`src/rtl/sram_bist.sv`:
```
// sram_bist: built-in self-test sequencer placed in front of an SRAM controller.
// On start it writes an address-derived pattern over addresses 0..ADDR_LAST, reads the
// range back and compares, then repeats with the inverted pattern.
// Ports:
//   clk, reset          clock, synchronous active-high reset
//   start               one-cycle test request (ignored while busy)
//   mem, rw, addr,      request port to the controller (rw: 1 = read, 0 = write)
//   data_f2s
//   ready, data_s2f_r   controller accept strobe and registered read data
//   busy, done, pass    test status
//   err_cnt             saturating mismatch count
//   fail_addr/data/exp  location, read data and expected data of the first mismatch
module sram_bist #(
  parameter int unsigned ADDR_W    = 18,
  parameter int unsigned DATA_W    = 16,
  parameter int unsigned ADDR_LAST = 2**18 - 1,
  parameter int unsigned RD_LAT    = 2
) (
  input  logic              clk,
  input  logic              reset,
  input  logic              start,
  output logic              mem,
  output logic              rw,
  output logic [ADDR_W-1:0] addr,
  output logic [DATA_W-1:0] data_f2s,
  input  logic              ready,
  input  logic [DATA_W-1:0] data_s2f_r,
  output logic              busy,
  output logic              done,
  output logic              pass,
  output logic [15:0]       err_cnt,
  output logic [ADDR_W-1:0] fail_addr,
  output logic [DATA_W-1:0] fail_data,
  output logic [DATA_W-1:0] fail_exp
);

  typedef enum logic [2:0] {StIdle, StWr, StRd, StDrain, StDone} state_e;

  localparam logic [ADDR_W-1:0] LastAddr  = ADDR_W'(ADDR_LAST);
  localparam logic [7:0]        DrainLast = 8'(RD_LAT - 1);

  // Low 16 address bits folded with bits 17:16, sized to DATA_W, inverted in phase 1.
  function automatic logic [DATA_W-1:0] pattern(input logic [ADDR_W-1:0] a, input logic ph);
    logic [17:0]       a18;
    logic [15:0]       p16;
    logic [DATA_W-1:0] p;
    a18 = 18'(a);
    p16 = a18[15:0] ^ {14'b0, a18[17:16]};
    p   = DATA_W'(p16);
    return ph ? ~p : p;
  endfunction

  state_e              state_q, state_d;
  logic                phase_q, phase_d;
  logic [ADDR_W-1:0]   cnt_q, cnt_d;
  logic [7:0]          drain_q, drain_d;
  logic                req_q, req_d;
  logic                rw_q, rw_d;
  logic [DATA_W-1:0]   data_q, data_d;
  logic                busy_q, busy_d;
  logic                done_q, done_d;
  logic                pass_q, pass_d;
  logic [15:0]         err_q, err_d;
  logic [ADDR_W-1:0]   fail_addr_q, fail_addr_d;
  logic [DATA_W-1:0]   fail_data_q, fail_data_d;
  logic [DATA_W-1:0]   fail_exp_q, fail_exp_d;

  // Read-compare shift pipe; entry RD_LAT-1 lines up with data_s2f_r.
  logic [RD_LAT-1:0]             pv_q, pv_d;
  logic [RD_LAT-1:0][ADDR_W-1:0] pa_q, pa_d;
  logic [RD_LAT-1:0][DATA_W-1:0] pe_q, pe_d;

  logic acc;
  logic push;

  always_comb begin
    state_d     = state_q;
    phase_d     = phase_q;
    cnt_d       = cnt_q;
    drain_d     = drain_q;
    err_d       = err_q;
    fail_addr_d = fail_addr_q;
    fail_data_d = fail_data_q;
    fail_exp_d  = fail_exp_q;
    push        = 1'b0;
    pv_d        = '0;
    pa_d        = '0;
    pe_d        = '0;
    acc         = req_q & ready;

    // Compare first so that a start in the same cycle wins the clear.
    if (pv_q[RD_LAT-1] && (data_s2f_r != pe_q[RD_LAT-1])) begin
      if (err_q != 16'hFFFF) err_d = err_q + 16'd1;
      if (err_q == 16'd0) begin
        fail_addr_d = pa_q[RD_LAT-1];
        fail_data_d = data_s2f_r;
        fail_exp_d  = pe_q[RD_LAT-1];
      end
    end

    unique case (state_q)
      StIdle, StDone: begin
        if (start) begin
          state_d     = StWr;
          phase_d     = 1'b0;
          cnt_d       = '0;
          err_d       = '0;
          fail_addr_d = '0;
          fail_data_d = '0;
          fail_exp_d  = '0;
        end
      end
      StWr: begin
        if (acc) begin
          if (cnt_q == LastAddr) begin
            cnt_d   = '0;
            state_d = StRd;
          end else begin
            cnt_d = cnt_q + ADDR_W'(1);
          end
        end
      end
      StRd: begin
        if (acc) begin
          push = 1'b1;
          if (cnt_q == LastAddr) begin
            drain_d = '0;
            state_d = StDrain;
          end else begin
            cnt_d = cnt_q + ADDR_W'(1);
          end
        end
      end
      StDrain: begin
        if (drain_q == DrainLast) begin
          if (!phase_q) begin
            phase_d = 1'b1;
            cnt_d   = '0;
            state_d = StWr;
          end else begin
            state_d = StDone;
          end
        end else begin
          drain_d = drain_q + 8'd1;
        end
      end
      default: state_d = StIdle;
    endcase

    pv_d[0] = push;
    pa_d[0] = cnt_q;
    pe_d[0] = pattern(cnt_q, phase_q);
    for (int i = 1; i < RD_LAT; i++) begin
      pv_d[i] = pv_q[i-1];
      pa_d[i] = pa_q[i-1];
      pe_d[i] = pe_q[i-1];
    end

    // Request and status registers are loaded from the next state.
    req_d  = (state_d == StWr) || (state_d == StRd);
    rw_d   = (state_d != StWr);
    data_d = pattern(cnt_d, phase_d);
    busy_d = (state_d == StWr) || (state_d == StRd) || (state_d == StDrain);
    done_d = (state_d == StDone);
    pass_d = done_d && (err_d == 16'd0);
  end

  always_ff @(posedge clk) begin
    if (reset) begin
      state_q     <= StIdle;
      phase_q     <= 1'b0;
      cnt_q       <= '0;
      drain_q     <= '0;
      req_q       <= 1'b0;
      rw_q        <= 1'b1;
      data_q      <= '0;
      busy_q      <= 1'b0;
      done_q      <= 1'b0;
      pass_q      <= 1'b0;
      err_q       <= '0;
      fail_addr_q <= '0;
      fail_data_q <= '0;
      fail_exp_q  <= '0;
      pv_q        <= '0;
      pa_q        <= '0;
      pe_q        <= '0;
    end else begin
      state_q     <= state_d;
      phase_q     <= phase_d;
      cnt_q       <= cnt_d;
      drain_q     <= drain_d;
      req_q       <= req_d;
      rw_q        <= rw_d;
      data_q      <= data_d;
      busy_q      <= busy_d;
      done_q      <= done_d;
      pass_q      <= pass_d;
      err_q       <= err_d;
      fail_addr_q <= fail_addr_d;
      fail_data_q <= fail_data_d;
      fail_exp_q  <= fail_exp_d;
      pv_q        <= pv_d;
      pa_q        <= pa_d;
      pe_q        <= pe_d;
    end
  end

  // A request is only valid in a cycle the controller can take it.
  assign mem       = req_q & ready;
  assign rw        = rw_q;
  assign addr      = cnt_q;
  assign data_f2s  = data_q;
  assign busy      = busy_q;
  assign done      = done_q;
  assign pass      = pass_q;
  assign err_cnt   = err_q;
  assign fail_addr = fail_addr_q;
  assign fail_data = fail_data_q;
  assign fail_exp  = fail_exp_q;

endmodule

```
`config.mk`:
```
export PLATFORM = sky130hd
export DESIGN_NAME = sram_bist
export DESIGN_NICKNAME = d
export VERILOG_FILES = /design/src/rtl/sram_bist.sv
export SDC_FILE = /design/constraint.sdc
export NUM_CORES = 1
export LEC_CHECK = 0
export CORE_MARGIN = 3
export CORE_UTILIZATION = 45
export DETAILED_ROUTE_END_ITERATION = 10
export HOLD_SLACK_MARGIN = 0.06
export MAX_ROUTING_LAYER = met4
export PLACE_DENSITY = 0.69
export SYNTH_ARGS = -nofsm -noshare
export SYNTH_HDL_FRONTEND = slang
export SYNTH_SLANG_ARGS = --single-unit
```
`constraint.sdc`:
```
create_clock -name clk -period 4.44 [get_ports clk]
set_input_delay 0.888 -clock clk [delete_from_list [all_inputs] [get_ports clk]]
set_output_delay 0.888 -clock clk [all_outputs]
set_load 0.1 [all_outputs]
```
==> results.md <==
- Register-to-Register Path Depth: 8
- Final Max Slew Viols: 0
- P_leak: 3.47 nW
- Worst-Skew Late Latency: 420 ps
- Share of layout cells above drive strength 1: 0.0729
- Std-Cell Rows: between 40 and 50
- FF-to-FF End: rw
- Final GP Congestion: 0.866
- Combinational Power Share: 0.042
- Pre-antenna DRT Iters: 8
- Setup Buffers After CTS: 0
- Main synth FF type: dfxtp_1
- Post-CTS sizing: 0
- Post-Synthesis Net Count: between 900 and 1000
- Initial Util: 0.466
- Ys async rst share: 0
- Layout filler cell count: 1567
- Crit path required time: 4790 ps
- Relative slew slack: 0.311
- Reg-to-reg setup timing slack: 1380 ps
- Synth Instances: 891
- Tcrit/Tclk final: 0.695
- Avg Vias per Cell: 5.19
- Syn Area/Cell: around 8.8 um^2
- Tot GR Track Use: 0.206
- Reg power frac: 0.525
- Nets: 1016
- # DRC: 0
- GR Overflow Total: 0
- Buffers on Ports: 124
- Internal Power: 2.47 mW
- Core area: 16800 um^2
- HPWL after detailed placement: about 13000 um
- WL/cell: between 15 and 20 um
- Synthesized area: 7830 um^2
- Worst Tran Pin Value: just over 1000 ps
- DRT Wirelength: around 19000 um
- Worst Hold End: pv_q[1]
- Worst reg2reg startpoint: addr[5]
- Unrepaired setup endpoints after global routing: false
- Data arrival time at the worst-slack endpoint: 3440 ps
- Initial antenna violation count: 0
- Yosys top cell by area: dfxtp_1
- Number of synthesized register bits: 187
- Number of global-route vias before repair: 5920
- Post-synth top area share: 0.478
- Setup TNS Final: 0 ps
- Critical Path Fanout Max: 24
- Max-cap violation count: 0
- WHS: 434 ps
- CTS root buffer: clkbuf_16
- Main area contributors after synthesis: dfxtp_1 48%, nand2_1 6.9%, nor2b_1 5.3%, a21oi_1 4.9%, xnor2_1 3.7%
- Post-synth EDFFs: 0
- Overall Power: 3.21 mW
- Pwr Density: approximately 330 nW/um^2
- Final setup vio count: 0
- CTS Buffer Depth: 2
- Netlist cell types: 66
- Sw Pwr: around 740 uW
- Outcome: finished clean
- Final hold vios: 0
- Clock transition at path regs: 70 ps
- Cts hold-fix bufs: 0
- Final Skew: 6.16 ps
- Clock share of power: 0.434
- Chip height: 138 um
- CTS buffer count: 17
- Seq/Total Area, Yosys: 0.478
- First-pass GRT wire length: 30000 um
- Hold path start: pv_q[0]
- Fmax: 324 MHz
- DR iter-0 viols: 441
- CP startpoint: data_s2f_r[1]
- Die Width: 138 um
- Antenna cells: 0
- I/O Pins: 125
- CP startpoint kind: primary input
- Pin count of the biggest net entering global routing: 63
- Layout area overhead: 23.3%
- Die Area: about 19000 um^2
- Switch share: 0.231
- Setup CP Type: in2reg
- DR vias: 6269
- CTS tree: built
- # clock sinks: 187
- CTS H-tree depth: 4
- Peak supply drop: 263 uV
- Cell depth of the worst min-delay path: 1
- Final ANT Viol Nets: 0
- Yosys Warn Count: 0
- Hold WC Path Type: reg2reg
- CP endpoint kind: register
- Final min period: 3090 ps
[cell type report]
class / instances / area [um^2] / area share
sequential: 187 / 3740 / 0.388
multi-input combinational: 622 / 3720 / 0.386
timing repair buffer: 135 / 1330 / 0.138
clock buffer: 22 / 454 / 0.0470
tap: 220 / 275 / 0.0285
clock inverter: 9 / 78.8 / 0.00816
inverter: 13 / 48.8 / 0.00505
[cell usage in the layout, fill, tap and decap left out, drive strengths merged, types with 7 or more instances in the layout]
| cell type | instances |
|---|---|
| a21oi | 77 |
| xor2 | 13 |
| nor2b | 67 |
| dfxtp | 187 |
| nand2 | 145 |
| inv | 20 |
| clkbuf | 22 |
| nand3 | 25 |
| a211oi | 7 |
| nor2 | 65 |
| a31oi | 7 |
| xnor2 | 33 |
| ha | 20 |
| and4 | 8 |
| buf | 13 |
| nand4 | 16 |
| mux2i | 9 |
| or3 | 7 |
| clkdlybuf4s50 | 122 |
| nor3 | 17 |
| o21ai | 15 |
| and3 | 16 |
[layer usage]
| layer | GRT usage | routed length, um | vias to the layer above |
|---|---|---|---|
| met4 | 0.0604 | 262 | 0 |
| met5 | - | 0 | - |
| met3 | 0.0385 | 869 | 24 |
| met1 | 0.277 | 8890 | 2909 |
| li1 | - | - | 3172 |
| met2 | 0.319 | 8630 | 164 |
[synth_stat cells (all sizes together) (8+ instances only)]
library cell  number
and4               8
nor2              65
nand3             25
nand4             16
xnor2             33
nand2            145
nor2b             67
dfxtp            187
a21oi             77
clkbuf            41
buf               28
ha                20
xor2              13
and3              16
mux2i              9
inv               13
nor3              17
o21ai             15
[worst max-delay path: stages]
cell             delay [ps]
clkdlybuf4s50_1         470
xnor2_1                 290
nand4_1                 240
or4_1                   610
nand3_2                 430
buf_4                   310
nand2_1                  80
a21oi_1                 120
[how the worst max path moves through the flow]
stage | end | slack [ps] | cells past startpoint
after global routing | data_f2s[0] | 1120 | 10
after floorplan | data_f2s[14] | 1170 | 9
after CTS | fail_addr[12] | 1310 | 8
after detailed placement | fail_data[15] | 860 | 7
after global placement | fail_exp[9] | 900 | 8
final | fail_exp[6] | 1350 | 8
[flip-flops by register name, summed over array words and instances (netlist names), 2 cells and up]
name	cells
pe_d	16
drain_q	8
fail_exp	16
err_cnt	16
pe_q	16
state_q	3
pa_q	18
fail_addr	18
data_f2s	16
addr	18
pa_d	18
pv_q	2
fail_data	16
[stage by stage]
stage / instance area (um^2) / cells / worst slack, ps / utilization
after detailed placement: 9120 / 1177 / 859 / 0.542
final: 9660 / 1208 / 1350 / 0.574
after global routing: 9660 / 1208 / 1120 / 0.574
after floorplan: 7830 / 891 / 1170 / -
after global placement: 9120 / 1177 / 896 / 0.542
after CTS: 9660 / 1208 / 1310 / 0.574
[kinds of logic (layout without fill, tap and decap cells)]
logic type                 after synthesis  after routing  share of synthesized area
AOI/OAI and AO/OA                      148            148                      0.123
xor gates and xnor gates                46             46                     0.0514
adders and majority gates               20             20                     0.0319
buffers and inverters                   82            179                     0.0492
DFF                                    187            187                      0.478
muxes                                   12             12                     0.0158
and+or+nand+nor                        396            396                      0.250
[power groups by stage]
stage | Clock [mW] | Sequential [mW] | Combinational [mW]
after floorplan | 0 | 1.73 | 0.0727
after global placement | 0 | 1.72 | 0.133
after detailed placement | 0 | 1.72 | 0.134
after CTS | 1.43 | 1.68 | 0.135
after global routing | 1.50 | 1.68 | 0.143
final | 1.39 | 1.68 | 0.134
Power figures use the tool's default switching activity.
